### src/rtl/alu_seq_pkg.sv
// Shared widths, opcodes and FSM encodings for the sequential ALU.
// Imported by alu_seq and alu_mul_iter.
package alu_seq_pkg;

   localparam int DATA_WIDTH       = 32;
   localparam int DATA_INDEX_LIMIT = DATA_WIDTH - 1;
   localparam int OPRN_WIDTH       = 6;
   localparam int OPRN_INDEX_LIMIT = OPRN_WIDTH - 1;
   localparam int MUL_CYCLES       = 32;
   localparam int CNT_WIDTH        = $clog2(MUL_CYCLES);
   localparam int SHAMT_WIDTH      = $clog2(DATA_WIDTH);

   localparam logic [OPRN_INDEX_LIMIT:0] OPRN_ADD = 6'h20;
   localparam logic [OPRN_INDEX_LIMIT:0] OPRN_SUB = 6'h22;
   localparam logic [OPRN_INDEX_LIMIT:0] OPRN_MUL = 6'h2c;
   localparam logic [OPRN_INDEX_LIMIT:0] OPRN_SHR = 6'h02;
   localparam logic [OPRN_INDEX_LIMIT:0] OPRN_SHL = 6'h01;
   localparam logic [OPRN_INDEX_LIMIT:0] OPRN_AND = 6'h24;
   localparam logic [OPRN_INDEX_LIMIT:0] OPRN_OR  = 6'h25;
   localparam logic [OPRN_INDEX_LIMIT:0] OPRN_NOR = 6'h27;
   localparam logic [OPRN_INDEX_LIMIT:0] OPRN_SLT = 6'h2a;

   typedef enum logic {
      ST_IDLE = 1'b0,
      ST_MUL  = 1'b1
   } state_t;

endpackage

### src/rtl/alu_mul_iter.sv
// Shift-add multiplier: one partial product per clock, fixed latency.
// LOAD restarts it; LAST marks the edge that produces the final sum.
module alu_mul_iter
   import alu_seq_pkg::*;
(
   input  logic                      CLK,
   input  logic                      RST,
   input  logic                      LOAD,
   input  logic [DATA_INDEX_LIMIT:0] A,
   input  logic [DATA_INDEX_LIMIT:0] B,
   output logic [DATA_INDEX_LIMIT:0] RESULT,
   output logic                      LAST
);

   logic [DATA_INDEX_LIMIT:0] acc;
   logic [DATA_INDEX_LIMIT:0] mcand;
   logic [DATA_INDEX_LIMIT:0] mplier;
   logic [CNT_WIDTH-1:0]      count;
   logic                      active;
   logic [DATA_INDEX_LIMIT:0] addend;

   // RESULT is the accumulator after the current iteration's add
   always_comb begin
      addend = mplier[0] ? mcand : '0;
      RESULT = acc + addend;
      LAST   = active && (count == CNT_WIDTH'(MUL_CYCLES - 1));
   end

   // Iteration registers: load operands, then add-and-shift each cycle
   always_ff @(posedge CLK or posedge RST) begin
      if (RST) begin
         acc    <= '0;
         mcand  <= '0;
         mplier <= '0;
         count  <= '0;
         active <= 1'b0;
      end else if (LOAD) begin
         acc    <= '0;
         mcand  <= A;
         mplier <= B;
         count  <= '0;
         active <= 1'b1;
      end else if (active) begin
         acc    <= RESULT;
         mcand  <= mcand << 1;
         mplier <= mplier >> 1;
         count  <= count + 1'b1;
         if (LAST)
            active <= 1'b0;
      end
   end

endmodule

### src/rtl/alu_seq.sv
// Handshake ALU: single-cycle ops finish on the accept edge, MUL iterates.
// Results are held in output registers until the next completion.
module alu_seq
   import alu_seq_pkg::*;
(
   input  logic                      CLK,
   input  logic                      RST,
   input  logic                      START,
   input  logic [DATA_INDEX_LIMIT:0] OP1,
   input  logic [DATA_INDEX_LIMIT:0] OP2,
   input  logic [OPRN_INDEX_LIMIT:0] OPRN,
   output logic                      BUSY,
   output logic                      DONE,
   output logic [DATA_INDEX_LIMIT:0] OUT,
   output logic                      ZERO,
   output logic                      ERR
);

   state_t                    state;
   state_t                    next_state;
   logic                      accept;
   logic                      is_mul;
   logic                      mul_load;
   logic                      mul_last;
   logic [DATA_INDEX_LIMIT:0] mul_result;
   logic [DATA_INDEX_LIMIT:0] sc_out;
   logic                      sc_err;
   logic                      sh_big;
   logic [SHAMT_WIDTH-1:0]    shamt;

   alu_mul_iter u_mul (
      .CLK    (CLK),
      .RST    (RST),
      .LOAD   (mul_load),
      .A      (OP1),
      .B      (OP2),
      .RESULT (mul_result),
      .LAST   (mul_last)
   );

   // State register
   always_ff @(posedge CLK or posedge RST) begin
      if (RST)
         state <= ST_IDLE;
      else
         state <= next_state;
   end

   // Next state: MUL entered on accept, left on the last iteration
   always_comb begin
      next_state = state;
      case (state)
         ST_IDLE: if (START && is_mul) next_state = ST_MUL;
         ST_MUL:  if (mul_last)        next_state = ST_IDLE;
         default:                      next_state = ST_IDLE;
      endcase
   end

   // FSM outputs: handshake decode and multiplier load
   always_comb begin
      is_mul   = (OPRN == OPRN_MUL);
      accept   = (state == ST_IDLE) && START;
      mul_load = accept && is_mul;
      BUSY     = (state == ST_MUL);
   end

   // Single-cycle datapath; shift amounts of 32 or more flush to zero
   always_comb begin
      shamt  = OP2[SHAMT_WIDTH-1:0];
      sh_big = |OP2[DATA_INDEX_LIMIT:SHAMT_WIDTH];
      sc_out = '0;
      sc_err = 1'b0;
      case (OPRN)
         OPRN_ADD: sc_out = OP1 + OP2;
         OPRN_SUB: sc_out = OP1 - OP2;
         OPRN_SHR: sc_out = sh_big ? '0 : (OP1 >> shamt);
         OPRN_SHL: sc_out = sh_big ? '0 : (OP1 << shamt);
         OPRN_AND: sc_out = OP1 & OP2;
         OPRN_OR:  sc_out = OP1 | OP2;
         OPRN_NOR: sc_out = ~(OP1 | OP2);
         OPRN_SLT: sc_out = {{DATA_INDEX_LIMIT{1'b0}}, (OP1 < OP2)};
         default:  sc_err = 1'b1;
      endcase
   end

   // Output registers: only completion edges update them
   always_ff @(posedge CLK or posedge RST) begin
      if (RST) begin
         OUT  <= '0;
         ZERO <= 1'b1;
         ERR  <= 1'b0;
         DONE <= 1'b0;
      end else begin
         DONE <= 1'b0;
         if (accept && !is_mul) begin
            OUT  <= sc_out;
            ZERO <= (sc_out == '0);
            ERR  <= sc_err;
            DONE <= 1'b1;
         end else if (mul_last) begin
            OUT  <= mul_result;
            ZERO <= (mul_result == '0);
            ERR  <= 1'b0;
            DONE <= 1'b1;
         end
      end
   end

endmodule

### config.mk
export PLATFORM = sky130hd
export DESIGN_NAME = alu_seq
export DESIGN_NICKNAME = d
export VERILOG_FILES = /design/src/rtl/alu_seq_pkg.sv /design/src/rtl/alu_mul_iter.sv /design/src/rtl/alu_seq.sv
export SDC_FILE = /design/constraint.sdc
export NUM_CORES = 1
export LEC_CHECK = 0
export ABC_AREA = 1
export CAP_MARGIN = 20
export CORE_ASPECT_RATIO = 2
export CORE_MARGIN = 5
export CORE_UTILIZATION = 35
export DETAILED_ROUTE_END_ITERATION = 10
export PLACE_DENSITY = 0.54
export SLEW_MARGIN = 10
export SYNTH_ARGS = -nofsm -noshare
export SYNTH_HDL_FRONTEND = slang
export SYNTH_SLANG_ARGS = --single-unit
### constraint.sdc
create_clock -name CLK -period 3.9 [get_ports CLK]
set_clock_uncertainty 0.1 [all_clocks]
set_input_delay 0.39 -clock CLK [delete_from_list [all_inputs] [get_ports CLK]]
set_output_delay 0.39 -clock CLK [all_outputs]
set_load 0.05 [all_outputs]
* Word level (Yosys, flattened, before mapping)
Cells that the tools add are included.
** Word-level totals
- Bits in registers :: 138
- Input bits :: 73
- Output and inout port bits :: 36
- Logic and storage cells :: 69
** Cells by class
- $add $sub $neg :: 4
- $lt $le $gt $ge :: 1
- Eq/ne operators :: 10
- Shift operators :: 2
- Muxes and demuxes :: 26
- Bitwise logic cells :: 4
- Reduce and logical (&&, ||, !) cells :: 12
** Operators with widths (count)
- 32-bit two-way mux :: 11
- 32-bit case mux with 8 select lines :: 1
- 32-bit adder :: 2
- 32-bit zero test :: 2
- 6-bit == test (second input constant) :: 7
- 32-bit AND :: 1
- 32-bit < comparator :: 1
- 32-bit inverter :: 1
- 32-bit bitwise OR :: 1
- 32-bit by 5-bit left shift with 32-bit output :: 1
- 32-bit by 5-bit right shift with 32-bit output :: 1
- 32-bit subtractor :: 1
- 27-bit OR reduction :: 1
- 1-bit two-way mux :: 11
- 5-bit two-way mux :: 2
- 8-bit OR reduction :: 1
- 6-bit by 1-bit == test with 1-bit output (second input constant) :: 1
- 6-bit by 2-bit == test with 1-bit output (second input constant) :: 1
- 5-bit by 1-bit adder with 5-bit output (second input constant) :: 1
- 5-bit == test (second input constant) :: 1
- 1-bit logical AND :: 5
- 2-bit nonzero test :: 2
- 1-bit case mux with 2 select lines :: 1
- 1-bit zero test :: 1
- 1-bit inverter :: 1

* Depth between registers and ports, before layout
Gate-level depths: netlist of the first run.
- Depth after elaboration :: 5
- Mapped depth :: 25

* Cells and area by module
From an unflattened synthesis of the first run, not the netlist that was laid out.
** Second synthesis, totals
- Cells, all modules :: 3296
- Area, all modules :: 18675.4 um^2
** By module, submodules not included
- alu_seq :: instances 1, cells an instance 2288, area an instance 11733.8 um^2, seq. area each 902.1 um^2
- alu_mul_iter :: instances 1, cells an instance 1008, area an instance 6941.7 um^2, seq. area each 2552.4 um^2

* Worst setup path before layout of the first run
Ideal clock, no wire load.
- Kind :: register to register
- From :: register u_mul.mplier[0]
- To :: register ZERO
- Library setup time :: 0.068 ns
- Arrival time :: 2.689 ns
- Slack :: 1.043 ns
- Stages on the path, launching flop included :: 26
- Buffers on the path :: 2
- Period minus slack after synthesis :: 2.857 ns
- Cell sequence :: dfrtp_1 clkbuf_1 clkbuf_1 nand2_1 inv_1 ha_1 fa_1 nand2_1 inv_1 nand2_1 nand2_1 nand2_1 nand2_1 nand2_1 nand2_1 nand2_1 nand2_1 nand2_1 nand2_1 nor2_1 nand2_1 nor2_1 nand4_1 nand2_1 inv_1 a21oi_2
** On the way
- Cells in the longest elaborated chain, start to end :: 5
** Ends and longest elaborated chain
- start: declaration :: line alu_mul_iter.sv:17 : logic [DATA_INDEX_LIMIT:0] mplier;
- start signal: assignment :: line alu_mul_iter.sv:46 : mplier <= mplier >> 1;
- 32-bit two-way mux :: line alu_mul_iter.sv:24 : addend = mplier[0] ? mcand : '0;
- 32-bit adder :: line alu_mul_iter.sv:25 : RESULT = acc + addend;
- 32-bit zero test :: line alu_seq.sv:102 : ZERO <= (mul_result == '0);
- 1-bit two-way mux :: line alu_seq.sv:100 : end else if (mul_last) begin
- 1-bit two-way mux :: line alu_seq.sv:95 : if (accept && !is_mul) begin
- end signal: assignment :: line alu_seq.sv:97 : ZERO <= (sc_out == '0);
- end signal: assignment :: line alu_seq.sv:102
- end: declaration :: line alu_seq.sv:15 : output logic ZERO,
Every way passes these cells. The select of a mux whose other input is x is not followed.
A chain may end at the register's enable or synchronous reset.

* Worst setup path after layout of the first run
- From :: input OP1[8]
- To :: register ZERO
** On the way
- Cells in the longest elaborated chain, start to end :: 5
- Elaborated cells between the ends (all ways) :: 13
- Those cells by class :: add/sub: 2; order compare: 1; shift: 2; mux: 4; bitwise: 3; reduce/logical: 1
** Ends and longest elaborated chain
- start: declaration :: line alu_seq.sv:9 : input logic [DATA_INDEX_LIMIT:0] OP1,
- parallel branches: the longest is 2 deep, another holds 32-bit subtractor
- 32-bit case mux with 8 select lines (*) :: line alu_seq.sv:73 : case (OPRN)
- 32-bit zero test (*) :: line alu_seq.sv:97
- 1-bit two-way mux (*) :: line alu_seq.sv:95
Every way passes the cells marked *.

==> qor.txt, run 1 <==
Hold WC Path Type: input pin to asynchronous set/reset pin
cell count after synthesis: 3146
post-route setup slack: 0.0612 ns
leakage: 12.1 nW
die width: 171 um
final instance area: 22700 um^2
DRT iter0 DRCs: 2188
total track usage: 37.8%
Yosys reg bits: 138
crit-path max cell delay: 0.53 ns
post-synth top area cell: nand2_1
Antenna Nets Post-Route: 0
area grow syn2layout: 24.8%
clock buffer depth: 2
final wirelength: 109000 um
IO buf count: 108
Slew Viols, Final: 0
average instance area after synthesis: 5.79 um^2
CTS tree: built
pin count of the biggest net entering global routing: 68
top cells by area, synth: nand2_1 22%, dfrtp_1 19%, nand3_1 9.7%
core area: 51700 um^2
initial antenna violation count: 3
Final GP Congestion: 1.07
routed via count: 23400
Die Span Y: 333 um
Reg area: 3450 um^2
Max-Cap Viols: 0
DIE AREA: 56900 um^2
Syn Std Cell Area: 18200 um^2
row count: 118
Clk pin slew, worst setup/hold paths: 0.08 ns
synthesized net count: 3362
total number of H-tree levels: 4
Post-synth top flop: dfrtp_1
Initial Util: 35.2%
critical path endpoint category: flip-flop
top cells by count, synth: 1058 x nand2_1, 439 x inv_1, 354 x nand3_1
CTS Buf Count: 17
Ports: 109
number of synthesized flops with an enable pin: 0
Final Hold Vio Count: 0
ys async rst share: 100%
post-layout min period: 3.84 ns
Nets: 3670
share of post-route cells with drive strength above 1: 12.1%
sequential element share of the synthesized area: 19.0%
worst-path cell chain: clkdlybuf4s50_1 -> inv_1 -> ha_1 -> nand2_1 -> nor2_2 -> nand3_1 -> nand3_1 -> nand2_1 -> nand3_1 -> nand3_1 -> nor2_2 -> nand4_1 -> nor2_1 -> nand2_1 -> a21oi_2
Tcrit/Tclk final: 98.4%
Worst Path Max Fanout: 7
post-route DRC violation count: 0
Slowest cell on crit path: clkdlybuf4s50_1
Finish-stage setup viols: 0
Req. time, crit path: 4.19 ns
post-synth cell types: 52
Filler Cell Count: 5711
total grt overflow: 0
tightest hold margin: 0.282 ns
top-area cell type share of the netlist area: 21.8%
global-route wire length before repair: 155000 um
routed len/inst: 26.5 um
hpwl dp: 90400 um
RSZ-0062 raised after global routing: false
Peak Freq: 0.260 GHz
cell mode on critical path: nand3_1
Slew @ Worst Pin: 0.992 ns
top-count cell post-synth: nand2_1
crit path buf inv count: 2
average vias per placed instance: 5.66
vias in the first global route: 23600
placed cell area: 22100 um^2
Warnings, synthesis: 0
Multi-input gate area: 12400 um^2
clk sinks: 138
critical path class: input pin to flip-flop
nature of the critical path startpoint: input pin
drt first pass iters: 8
Hold Buf Count CTS: 0
WP data arrival: 4.13 ns
CTS root buf: clkbuf_16
Rel. slew slack: 33.7%
setup slack at placement: -0.340 ns
status: finished clean
Worst VDD drop: 0.309 mV
CP delay by family, top: simple AND/OR/NAND/NOR gates
Skew-Pair Late Insertion Delay: 0.46 ns
Power Dens Cells: 370 nW/um^2
## worst register-to-register path, delay by kind of cell (launching register included)
| family | cells | cell delay, ns |
|---|---|---|
| adder cells (fa/ha/maj) | 2 | 0.77 |
| flip-flops | 1 | 0.47 |
| AO/OA/AOI/OAI | 1 | 0.13 |
| AND/OR/NAND/NOR | 11 | 1.67 |
| buffers and inverters | 4 | 0.37 |
| XOR/XNOR | 1 | 0.16 |
## power by group
group          internal (mW)  switching [mW]  leakage [nW]
clock                  0.983           0.855         0.304
combinational           1.38            2.98          9.96
sequential              1.87           0.352          1.88
## per-layer routing
layer / global-route usage [%] / share of wire, %
met1: 36.7 / 32
met5: 0 / 0.012
met3: 6.07 / 6.0
met2: 65.3 / 49
met4: 37.3 / 13
## cells by family after synthesis
kind of cell	synth area share [%]
simple gates	42.6
buf+inv	12.9
xor+xnor	0.674
fa+ha+maj	9.95
flops	19.0
compound gates	14.8
## flip-flops by register name, indices dropped and copies added, names as in the netlist
name	cells
BUSY	1
DONE	1
ERR	1
OUT	32
ZERO	1
u_mul.acc	32
u_mul.active	1
u_mul.count	5
u_mul.mcand	32
u_mul.mplier	32
## area by class of cell
class | count | area share (%)
tap | 660 | 3.64
inverter | 463 | 7.69
antenna | 4 | 0.0441
clock buffer | 17 | 1.87
sequential | 138 | 15.2
timing repair buffer | 408 | 16.0
multi-input combinational | 2426 | 54.7
clock inverter | 15 | 0.865
## what timing repair did
action,CTS,global route
setup buffers,0,0
gates resized for setup,0,4
setup endpoints to repair,0,1
## stage by stage
| stage | setup TNS [ns] | utilization [%] | power, mW | std cells |
|---|---|---|---|---|
| after floorplan | 0 | - | 4.59 | 3146 |
| after global placement | -0.339 | 42.7 | 6.45 | 4095 |
| after detailed placement | -0.340 | 42.7 | 6.50 | 4095 |
| after CTS | 0 | 43.9 | 8.35 | 4127 |
| after global routing | 0 | 43.9 | 8.81 | 4127 |
| final | 0 | 43.9 | 8.41 | 4131 |
## cells in the final DEF (no fill, tap or decap), types with 16 or more instances in the layout
cell type / instances
clkdlybuf4s50_1: 106
nand4_1: 48
dfrtp_1: 137
nand2_1: 1057
nor3_1: 20
clkbuf_16: 17
nand3_1: 354
o21ai_0: 118
buf_12: 24
buf_4: 276
nor2_1: 264
o211ai_1: 31
o221ai_1: 66
nand2_2: 17
inv_2: 21
o21ai_1: 16
a21oi_1: 145
ha_1: 140
inv_1: 438
o22ai_1: 18
## final timing paths
| path | from | end | slack (ns) | cells past startpoint |
|---|---|---|---|---|
| worst max-delay path | OP1[8] | ZERO$_DFFE_PP1P_ | 0.06 | 15 |
| worst min-delay path | RST | u_mul.acc[28]$_DFFE_PP0P_ | 0.28 | 2 |
| worst max register to register | u_mul.mcand[0]$_DFFE_PP0P_ | ZERO$_DFFE_PP1P_ | 0.15 | 19 |
| worst min register to register | u_mul.mplier[20]$_DFFE_PP0P_ | u_mul.mplier[19]$_DFFE_PP0P_ | 0.39 | 2 |
| max in group asynchronous | RST | u_mul.acc[2]$_DFFE_PP0P_ | 2.59 | 3 |
| min in group CLK | u_mul.mplier[20]$_DFFE_PP0P_ | u_mul.mplier[19]$_DFFE_PP0P_ | 0.39 | 2 |
(Power assumes the default switching activity.)
==> run 2, diff against run 1 <==
PLACE_DENSITY = 0.52   (was 0.54)
clock period = 3.8 ns   (was 3.9 ns; I/O delays follow)
==> run 2 against run 1 <==
  * Clock power up 6%
  * Global-route usage decreased by 0.20 points
  * Cell count grew 2.0%
  * Critical path type unchanged
==> qor.txt, run 2 (synthesized netlist as in run 1, its figures left out) <==
Filler Cell Count: 5735
Non-Filler Instances: 4212
Setup Buffers After CTS: 0
critical path endpoint category: flip-flop
Slew Viols, Final: 0
Die Span Y: 333 um
Final GP Congestion: 1.09
placed cell area: 22700 um^2
drt first pass iters: 7
Slowest cell on crit path: clkdlybuf4s50_1
Peak Freq: 0.275 GHz
crit-path max cell delay: 0.47 ns
DIE AREA: 56900 um^2
Multi-input gate area: 12400 um^2
die width: 171 um
Ports: 109
status: finished clean
post-route setup slack: 0.170 ns
setup slack, reg-to-reg: 0.21 ns
IO buf count: 108
total track usage: 37.6%
Worst Path Max Fanout: 9
core area: 51700 um^2
row count: 118
setup slack at placement: -0.580 ns
Nets: 3759
Hold Buf Count CTS: 0
Rel. slew slack: 36.6%
Crit Reg-Reg Endpoint: ZERO$_DFFE_PP1P_
hpwl dp: 92100 um
most common cell after layout, fill and taps aside: nand2_1
Req. time, crit path: 4.13 ns
pin count of the biggest net entering global routing: 70
Skew-Pair Late Insertion Delay: 0.50 ns
routed via count: 23400
CP delay by family, top: simple AND/OR/NAND/NOR gates
Worst VDD drop: 0.337 mV
commonest cells after routing, fill and taps aside: 1054 x nand2_1, 438 x inv_1, 357 x buf_4
Hold WC Path Type: input pin to asynchronous set/reset pin
total power: 8.62 mW
Tcrit/Tclk final: 95.5%
initial antenna violation count: 3
crit path buf inv count: 6
CTS tree: built
area grow syn2layout: 28.6%
total number of H-tree levels: 4
vias in the first global route: 23600
post-route DRC violation count: 0
Slew @ Worst Pin: 0.949 ns
Power Dens Cells: 368 nW/um^2
Finish-stage setup viols: 0
leakage: 12.6 nW
Initial Util: 35.2%
critical path class: input pin to flip-flop
WP data arrival: 3.96 ns
share of post-route cells with drive strength above 1: 14.2%
CTS Buf Count: 25
Antenna Nets Post-Route: 0
total grt overflow: 0
tightest hold margin: 0.346 ns
clk sinks: 138
global-route wire length before repair: 155000 um
worst-path cell chain: clkdlybuf4s50_1 -> buf_4 -> inv_1 -> ha_1 -> nor2_1 -> buf_4 -> inv_2 -> nor2_1 -> inv_1 -> nor2_2 -> nand3_1 -> nand3_1 -> nand2_1 -> nand3_1 -> nand2_1 -> nor2_2 -> nand2_1 -> nor2_1 -> nand2_1 -> nor2_1 -> nand2_1 -> a21oi_2
average vias per placed instance: 5.56
post-layout min period: 3.63 ns
routed len/inst: 25.9 um
Max-Cap Viols: 0
worst reg-to-reg path cell count: 18
clock buffer depth: 3
Reg area: 3450 um^2
DP Cell Count: 4176
cell mode on critical path: nand2_1
final instance area: 23400 um^2
CTS root buf: clkbuf_16
Final Hold Vio Count: 0
Clk pin slew, worst setup/hold paths: 0.06 ns
DRT iter0 DRCs: 2071
RSZ-0062 raised after global routing: false
nature of the critical path startpoint: input pin
final wirelength: 109000 um
r2r startpoint: u_mul.mplier[0]$_DFFE_PP0P_
[run 2: cell count changes in the layout (fill, tap and decap cells not counted), sizes merged, moves of 2 or more]
cell,previous run,this run
buf,302,383
clkbuf,17,31
inv,469,460
clkinv,5,2
bufinv,2,0
[run 2: per-stage QoR]
step	setup TNS, ns	util [%]
floorplan	0	-
global placement	-1.20	43.9
detailed placement	-1.16	43.9
CTS	0	45.2
global route	0	45.3
finish	0	45.3
[run 2: power by group]
part / total [mW] / internal [mW] / switching, mW / leakage, nW
registers: 2.23 / 1.92 / 0.308 / 1.88
clock network: 1.95 / 1.25 / 0.695 / 0.340
logic: 4.45 / 1.48 / 2.97 / 10.4
total: 8.62 / 4.65 / 3.97 / 12.6
[run 2: worst max-delay path by stage]
stage	start	end	depth (start not counted)
finish	OP1[18]	ZERO$_DFFE_PP1P_	22
global route	u_mul.mplier[0]$_DFFE_PP0P_	ZERO$_DFFE_PP1P_	18
CTS	OP1[18]	ZERO$_DFFE_PP1P_	22
detailed placement	OP1[15]	ZERO$_DFFE_PP1P_	19
global placement	OP1[15]	ZERO$_DFFE_PP1P_	19
floorplan	u_mul.mplier[0]$_DFFE_PP0P_	ZERO$_DFFE_PP1P_	25
[run 2: timing repair]
action / CTS / global route
endpoints found under the setup margin: 1 / 1
resized for setup: 1 / 7
pin swaps: 0 / 0
[run 2: cell type report]
| type | instances | area share [%] |
|---|---|---|
| repair buffers | 489 | 18.1 |
| clock inverters | 2 | 0.0641 |
| flip-flops and latches | 138 | 14.8 |
| diodes | 3 | 0.0321 |
| well taps | 660 | 3.53 |
| multi-input cells | 2426 | 53.1 |
| clock buffers | 31 | 2.94 |
| inverters | 463 | 7.46 |
[run 2: routing by layer]
metal / track usage [%] / up-vias / routed length [um]
met5: 0 / - / 0
met4: 37.5 / 0 / 14500
met3: 5.65 / 418 / 5940
met2: 65.5 / 1041 / 53600
met1: 36.2 / 11000 / 35000
li1: - / 11000 / -
[run 2: worst register-to-register path, cell delays in order (launching register included)]
cell     delay [ns]
dfrtp_1        0.48
buf_12         0.21
nand2_1        0.13
inv_1          0.04
ha_1           0.36
nand2_1        0.11
nor2_1         0.40
nand2_1        0.23
nor4_1         0.22
nand2_1        0.25
nand4_1        0.15
nand2_1        0.08
nor2_1         0.09
nand2_1        0.05
nor2_1         0.20
nand4_1        0.14
nand2_1        0.08
inv_1          0.08
a21oi_2        0.14
